**src/rtl/input_pkg.sv**
```systemverilog
`default_nettype none
// ============================================================================
// Module      : input_pkg
// Description : Shared types and constants for the move-request input stage:
//               request FSM state encoding, direction bit indices and the
//               busy-acknowledge timeout.
// Ports       : none (package)
// Revision    : 1.0 - initial release
// ============================================================================
package input_pkg;

  typedef enum logic [1:0] {
    S_IDLE      = 2'd0,
    S_ISSUE     = 2'd1,
    S_WAIT_BUSY = 2'd2,
    S_WAIT_DONE = 2'd3
  } state_e;

  // Bit positions of each direction in the pending / output masks.
  localparam int unsigned DIR_L    = 0;
  localparam int unsigned DIR_R    = 1;
  localparam int unsigned DIR_U    = 2;
  localparam int unsigned DIR_D    = 3;
  localparam int unsigned NUM_DIRS = 4;

  // Cycles to wait in WAIT_BUSY for the controller to acknowledge.
  localparam int unsigned BUSY_TIMEOUT = 4;

endpackage : input_pkg
`default_nettype wire

```
**src/rtl/button_debounce.sv**
```systemverilog
`default_nettype none
// ============================================================================
// Module      : button_debounce
// Description : One button: two-flop synchroniser, debounce counter and
//               press / auto-repeat event generator.
// Ports       : clk      - system clock
//               rst      - synchronous active-high reset
//               raw_i    - asynchronous raw button, active-high
//               stable_o - debounced button level
//               event_o  - one-cycle press or repeat event
// Revision    : 1.0 - initial release
// ============================================================================
module button_debounce #(
  parameter int unsigned DEBOUNCE_CYCLES = 1_000_000,
  parameter int unsigned REPEAT_DELAY    = 50_000_000,
  parameter int unsigned REPEAT_PERIOD   = 5_000_000,
  parameter int unsigned CNTW            = 27
) (
  input  logic clk,
  input  logic rst,
  input  logic raw_i,
  output logic stable_o,
  output logic event_o
);

  localparam logic [CNTW-1:0] DEB_LAST  = CNTW'(DEBOUNCE_CYCLES - 1);
  localparam logic [CNTW-1:0] REP_DELAY = CNTW'(REPEAT_DELAY);
  localparam logic [CNTW-1:0] REP_PER   = CNTW'(REPEAT_PERIOD);
  localparam logic [CNTW-1:0] ONE       = CNTW'(1);

  logic            sync1_q, sync2_q;
  logic            stable_q, stable_d;
  logic            event_q, event_d;
  logic [CNTW-1:0] deb_q, deb_d;
  logic [CNTW-1:0] rep_q, rep_d;

  always_comb begin
    stable_d = stable_q;
    deb_d    = deb_q;
    rep_d    = rep_q;
    event_d  = 1'b0;

    // Flip only after DEBOUNCE_CYCLES consecutive disagreeing samples; the
    // >= compare keeps the counter from ever running past its terminal value.
    if (sync2_q != stable_q) begin
      if (deb_q >= DEB_LAST) begin
        stable_d = sync2_q;
        deb_d    = '0;
      end else begin
        deb_d = deb_q + ONE;
      end
    end else begin
      deb_d = '0;
    end

    // The repeat counter is loaded on the same edge the stable level rises,
    // so the first repeat lands exactly REPEAT_DELAY cycles after the press.
    if (stable_d && !stable_q) begin
      event_d = 1'b1;
      rep_d   = REP_DELAY;
    end else if (!stable_d && stable_q) begin
      rep_d = '0;  // release: no event, and a due repeat is dropped
    end else if (stable_q) begin
      if (rep_q == ONE) begin
        event_d = 1'b1;
        rep_d   = REP_PER;
      end else if (rep_q != '0) begin
        rep_d = rep_q - ONE;
      end
    end
  end

  always_ff @(posedge clk) begin
    if (rst) begin
      sync1_q  <= 1'b0;
      sync2_q  <= 1'b0;
      stable_q <= 1'b0;
      event_q  <= 1'b0;
      deb_q    <= '0;
      rep_q    <= '0;
    end else begin
      sync1_q  <= raw_i;
      sync2_q  <= sync1_q;
      stable_q <= stable_d;
      event_q  <= event_d;
      deb_q    <= deb_d;
      rep_q    <= rep_d;
    end
  end

  assign stable_o = stable_q;
  assign event_o  = event_q;

endmodule : button_debounce
`default_nettype wire

```
**src/rtl/move_request_gen.sv**
```systemverilog
`default_nettype none
// ============================================================================
// Module      : move_request_gen
// Description : Debounces four direction buttons, collects press / repeat
//               events into a pending mask and hands them to the shape-move
//               controller as a one-cycle trigger plus a direction mask held
//               for the controller's busy window.
// Ports       : clk                          - system clock
//               rst                          - synchronous active-high reset
//               l_raw, r_raw, u_raw, d_raw   - raw buttons (async)
//               busy                         - controller busy
//               trigger                      - one-cycle move request
//               l_btn, r_btn, u_btn, d_btn   - latched direction mask
// Revision    : 1.0 - initial release
// ============================================================================
module move_request_gen
  import input_pkg::*;
#(
  parameter int unsigned DEBOUNCE_CYCLES = 1_000_000,
  parameter int unsigned REPEAT_DELAY    = 50_000_000,
  parameter int unsigned REPEAT_PERIOD   = 5_000_000,
  parameter int unsigned CNTW            = 27
) (
  input  logic clk,
  input  logic rst,
  input  logic l_raw,
  input  logic r_raw,
  input  logic u_raw,
  input  logic d_raw,
  input  logic busy,
  output logic trigger,
  output logic l_btn,
  output logic r_btn,
  output logic u_btn,
  output logic d_btn
);

  localparam logic [2:0] TMO_LAST = 3'(BUSY_TIMEOUT - 1);

  logic [NUM_DIRS-1:0] raw_w;
  logic [NUM_DIRS-1:0] evt_w;
  logic [NUM_DIRS-1:0] unused_stable;
  logic [NUM_DIRS-1:0] dir_w;

  state_e              state_q, state_d;
  logic [NUM_DIRS-1:0] pending_q, pending_d;
  logic [NUM_DIRS-1:0] mask_q, mask_d;
  logic [2:0]          tmo_q, tmo_d;

  assign raw_w[DIR_L] = l_raw;
  assign raw_w[DIR_R] = r_raw;
  assign raw_w[DIR_U] = u_raw;
  assign raw_w[DIR_D] = d_raw;

  for (genvar i = 0; i < NUM_DIRS; i++) begin : g_btn
    button_debounce #(
      .DEBOUNCE_CYCLES (DEBOUNCE_CYCLES),
      .REPEAT_DELAY    (REPEAT_DELAY),
      .REPEAT_PERIOD   (REPEAT_PERIOD),
      .CNTW            (CNTW)
    ) u_btn (
      .clk      (clk),
      .rst      (rst),
      .raw_i    (raw_w[i]),
      .stable_o (unused_stable[i]),
      .event_o  (evt_w[i])
    );
  end

  always_comb begin
    state_d   = state_q;
    pending_d = pending_q | evt_w;
    mask_d    = mask_q;
    tmo_d     = tmo_q;

    case (state_q)
      S_IDLE: begin
        // A foreign operation (busy while idle) holds requests back.
        if ((pending_q != '0) && !busy) begin
          state_d = S_ISSUE;
        end
      end
      S_ISSUE: begin
        mask_d    = pending_q;
        pending_d = evt_w;  // new events on the clearing edge are kept
        tmo_d     = '0;
        state_d   = S_WAIT_BUSY;
      end
      S_WAIT_BUSY: begin
        if (busy) begin
          state_d = S_WAIT_DONE;
        end else if (tmo_q == TMO_LAST) begin
          state_d = S_IDLE;
        end else begin
          tmo_d = tmo_q + 3'd1;
        end
      end
      S_WAIT_DONE: begin
        if (!busy) begin
          state_d = S_IDLE;
        end
      end
      default: state_d = S_IDLE;
    endcase
  end

  always_ff @(posedge clk) begin
    if (rst) begin
      state_q   <= S_IDLE;
      pending_q <= '0;
      mask_q    <= '0;
      tmo_q     <= '0;
    end else begin
      state_q   <= state_d;
      pending_q <= pending_d;
      mask_q    <= mask_d;
      tmo_q     <= tmo_d;
    end
  end

  // During ISSUE the mask is not yet registered, so drive it straight from
  // pending; this makes the directions valid in the same cycle as trigger.
  always_comb begin
    case (state_q)
      S_IDLE:  dir_w = '0;
      S_ISSUE: dir_w = pending_q;
      default: dir_w = mask_q;
    endcase
  end

  assign trigger = (state_q == S_ISSUE);
  assign l_btn   = dir_w[DIR_L];
  assign r_btn   = dir_w[DIR_R];
  assign u_btn   = dir_w[DIR_U];
  assign d_btn   = dir_w[DIR_D];

endmodule : move_request_gen
`default_nettype wire
```
**config.mk**
```make
export PLATFORM = sky130hd
export DESIGN_NAME = move_request_gen
export DESIGN_NICKNAME = d
export VERILOG_FILES = /design/src/rtl/input_pkg.sv /design/src/rtl/button_debounce.sv /design/src/rtl/move_request_gen.sv
export SDC_FILE = /design/constraint.sdc
export NUM_CORES = 1
export LEC_CHECK = 0
export ABC_AREA = 1
export CAP_MARGIN = 40
export CORE_MARGIN = 2
export CORE_UTILIZATION = 66
export CTS_CLUSTER_SIZE = 16
export DETAILED_ROUTE_END_ITERATION = 12
export GPL_ROUTABILITY_DRIVEN = 0
export PLACE_DENSITY = 0.83
export SETUP_SLACK_MARGIN = 0.5
export SYNTH_ARGS = -nofsm -noshare
export SYNTH_HDL_FRONTEND = slang
export SYNTH_SLANG_ARGS = --single-unit
```
**constraint.sdc**
```tcl
create_clock -name clk -period 5.02 [get_ports clk]
set_input_delay 0.753 -clock clk [delete_from_list [all_inputs] [get_ports clk]]
set_output_delay 0.753 -clock clk [all_outputs]
set_load 0.05 [all_outputs]
```
==> impl_metrics.env <==
export IMPL_status="complete, no violations"
export IMPL_instances_no_fill=2456
export IMPL_antenna_found_initial=0
export IMPL_clkPwrFrac_pct=35.8
export IMPL_swShare_pct=32.0
export IMPL_power_per_cell_area_nw_per_um2=347
export IMPL_final_setup_tns_ns=0
export IMPL_most_common_layout_cells="520 x nand2_1, 460 x nor2_1, 246 x inv_1"
export IMPL_period_minus_slack_ns=3.58
export IMPL_vdd_ir_drop_worst_mv=0.280
export IMPL_numPortBuffers=11
export IMPL_core_area_um2=20400
export IMPL_period_share_pct=71.3
export IMPL_p_leak_uw=0.00679
export IMPL_drv_cap=0
export IMPL_post_dp_hpwl_mm=21.7
export IMPL_detail_route_wl_per_cell_um=12.5
export IMPL_synthToLayoutAreaGrowth_pct=8.54
export IMPL_clkSlewWorstSetupHoldPaths_ns=0.06
export IMPL_grt_pass1_wl_mm=52.4
export IMPL_p_int_uw=3550
export IMPL_dr_pass1_iters=5
export IMPL_placementRows=52
export IMPL_setup_violations_final=0
export IMPL_setup_ws_ns=1.44
export IMPL_postCtsSetupBuffers=0
export IMPL_synth_area_top_cells="dfxtp_1 35%, nand2_1 14%, nor2_1 12%, inv_1 6.7%, nand3_1 4.9%"
export IMPL_wl_mm=30.6
export IMPL_clk_latency_ns=0.53
export IMPL_grt_pass1_vias=12181
export IMPL_arrival_ns=2.83
export IMPL_r2r_slack_ns=2.19
export IMPL_dpl_cell_count=2412
export IMPL_clock_path_buffers=3
export IMPL_worstSetupPathType="flop to primary output"
export IMPL_dieArea_um2=22200
export IMPL_drive_gt1_share_pct=5.67
export IMPL_synth_edf_count=0
export IMPL_maxClockFrequency_mhz=279
export IMPL_synth_top_area_share_pct=35.4
export IMPL_final_common_cell="nand2_1"
export IMPL_synthCells=2135
export IMPL_synth_area_um2=13800
export IMPL_rr_worst_depth=16
export IMPL_hp_start="g_btn[0].u_btn.sync1_q"
export IMPL_switchingPower_uw=1670
export IMPL_final_max_slew_viol_count=0
export IMPL_pwr_share_seq_pct=40.3
export IMPL_h_tree_depth=1
export IMPL_ys_async_sr_fraction_pct=0
export IMPL_end_kind="primary output"
export IMPL_reg2reg_from="g_btn[3].u_btn.deb_q[0]"
export IMPL_syn_area_per_cell_um2=6.49
export IMPL_cts_buffers=27
export IMPL_n_antenna_cell=0
export IMPL_die_h_um=149
export IMPL_r2r_end="g_btn[3].u_btn.rep_q[23]"
export IMPL_ys_seq_area_share_pct=35.4
export IMPL_critPathMaxFanout=8
export IMPL_rsz0062_at_grt="no"
export IMPL_yosysTopAreaCell="dfxtp_1"
export IMPL_worst_slew_pin_slew_ns=0.610
export IMPL_synth_cell_types=42
export IMPL_cts_tree="yes"
export IMPL_num_vias=12991
export IMPL_overflow=0
export IMPL_ys_ff_latch=245
export IMPL_hold_depth=2
export IMPL_cts_resized_gates=0
export IMPL_power_uw=5220
export IMPL_cp_start_kind="flop"
export IMPL_fin_skew_ns=0.0124
export IMPL_min_path_type="flop to flop"
export IMPL_finalHoldViolations=0
export IMPL_initial_utilization_pct=67.8
export IMPL_synth_flop_cell="dfxtp_1"
export IMPL_ios=12
export IMPL_drtIter0Drc=765
export IMPL_cts_root_buf="clkbuf_16"
export IMPL_fillers=1771
export IMPL_cp_data_required_time_ns=4.27
export IMPL_grt_max_degree=48
export IMPL_cts_num_sinks=245
export IMPL_ctsHoldBuffers=0
export IMPL_comb_power_share_pct=23.9
export IMPL_postRouteAntennaNets=0
export IMPL_drc=0
export IMPL_die_w_um=149
export IMPL_holdPathEnd="g_btn[0].u_btn.sync2_q"
export IMPL_slew_headroom_pct=59.2
export IMPL_yosysWarningCount=0
export IMPL_nets=2208
export IMPL_grt_use_total_pct=27.5
export IMPL_pre_cts_ws_ns=1.85
export IMPL_viasPerCell=5.29
==> flip-flops by register name (all words and copies together), names as in the netlist, 4 cells and up <==
register              count
g_btn.u_btn.deb_q       108
g_btn.u_btn.rep_q       108
g_btn.u_btn.event_o       4
g_btn.u_btn.stable_o      4
g_btn.u_btn.sync1_q       4
g_btn.u_btn.sync2_q       4
mask_q                    4
pending_q                 4
==> cell families (layout without fill, tap and decap cells) <==
family | count (synthesis) | after routing | synth area share, %
AND/OR/NAND/NOR | 1309 | 1309 | 41.0
buffers and inverters | 292 | 316 | 8.66
flip-flops | 245 | 245 | 35.4
AO/OA/AOI/OAI | 163 | 163 | 6.14
XOR/XNOR | 95 | 95 | 6.01
adder cells (fa/ha/maj) | 30 | 30 | 2.71
other | 1 | 28 | 0.0271
==> power groups by stage <==
stage / Sequential, uW / Combinational, uW / Clock [uW]
finish: 2110 / 1250 / 1870
global route: 2120 / 1420 / 1980
CTS: 2100 / 1230 / 1890
detailed placement: 2140 / 1220 / 0
global placement: 2140 / 1190 / 0
floorplan: 2120 / 1020 / 0
==> metrics by stage <==
step	instance area, um^2	hold WS (ns)	utilization (%)
6_report	15000	0.405	73.6
3_5_place_dp	14200	0.398	69.5
4_1_cts	15000	0.408	73.6
5_1_grt	15000	0.429	73.6
3_3_place_gp	14200	0.395	69.4
2_1_floorplan	13900	0.388	-
==> critical path, cell delays in order, from the launching register on <==
cell,delay (ns)
dfxtp_1,0.36
inv_1,0.09
ha_1,0.26
inv_1,0.23
nand2_1,0.11
o21ai_0,0.37
clkdlybuf4s50_1,0.88
==> worst max path at each step <==
stage	from	endpoint	slack, ns	cells past startpoint
6_report	state_q[1]	l_btn	1.44	6
5_1_grt	state_q[1]	d_btn	1.29	6
4_1_cts	state_q[1]	d_btn	1.43	6
3_5_place_dp	rst	g_btn[1].u_btn.deb_q[12]	1.85	8
3_3_place_gp	rst	g_btn[1].u_btn.deb_q[19]	1.91	8
2_1_floorplan	state_q[1]	d_btn	2.03	5
==> Yosys cell counts (all sizes together), types with 3 or more instances <==
cell,count
nand2,541
nor2,498
inv,254
dfxtp,245
nand3,144
a21oi,104
xor2,68
nand4,54
o21ai,49
nor3,48
ha,30
xnor2,27
buf,26
clkbuf,8
nand3b,7
or2,7
nor4,5
clkinv,4
nor3b,4
a31oi,3
==> final cells by class <==
class,instances,area [um^2],area share [%]
Sequential cell,245,4900,32.6
Timing Repair Buffer,14,136,0.908
Multi-Input combinational cell,1625,7840,52.2
Clock buffer,43,826,5.49
Inverter,258,971,6.46
Clock inverter,1,8.76,0.0583
Tap cell,270,338,2.25
==> routing by layer <==
| metal | share of wire (%) | wire, um | vias to the layer above | global-route usage [%] |
|---|---|---|---|---|
| met4 | 3.0 | 906 | 0 | 9.76 |
| li1 | - | - | 6742 | - |
| met2 | 48 | 14600 | 284 | 48.8 |
| met1 | 45 | 13800 | 5896 | 34.4 |
| met5 | 0 | 0 | - | 0 |
| met3 | 4.4 | 1340 | 69 | 3.61 |
(Power assumes the default switching activity.)
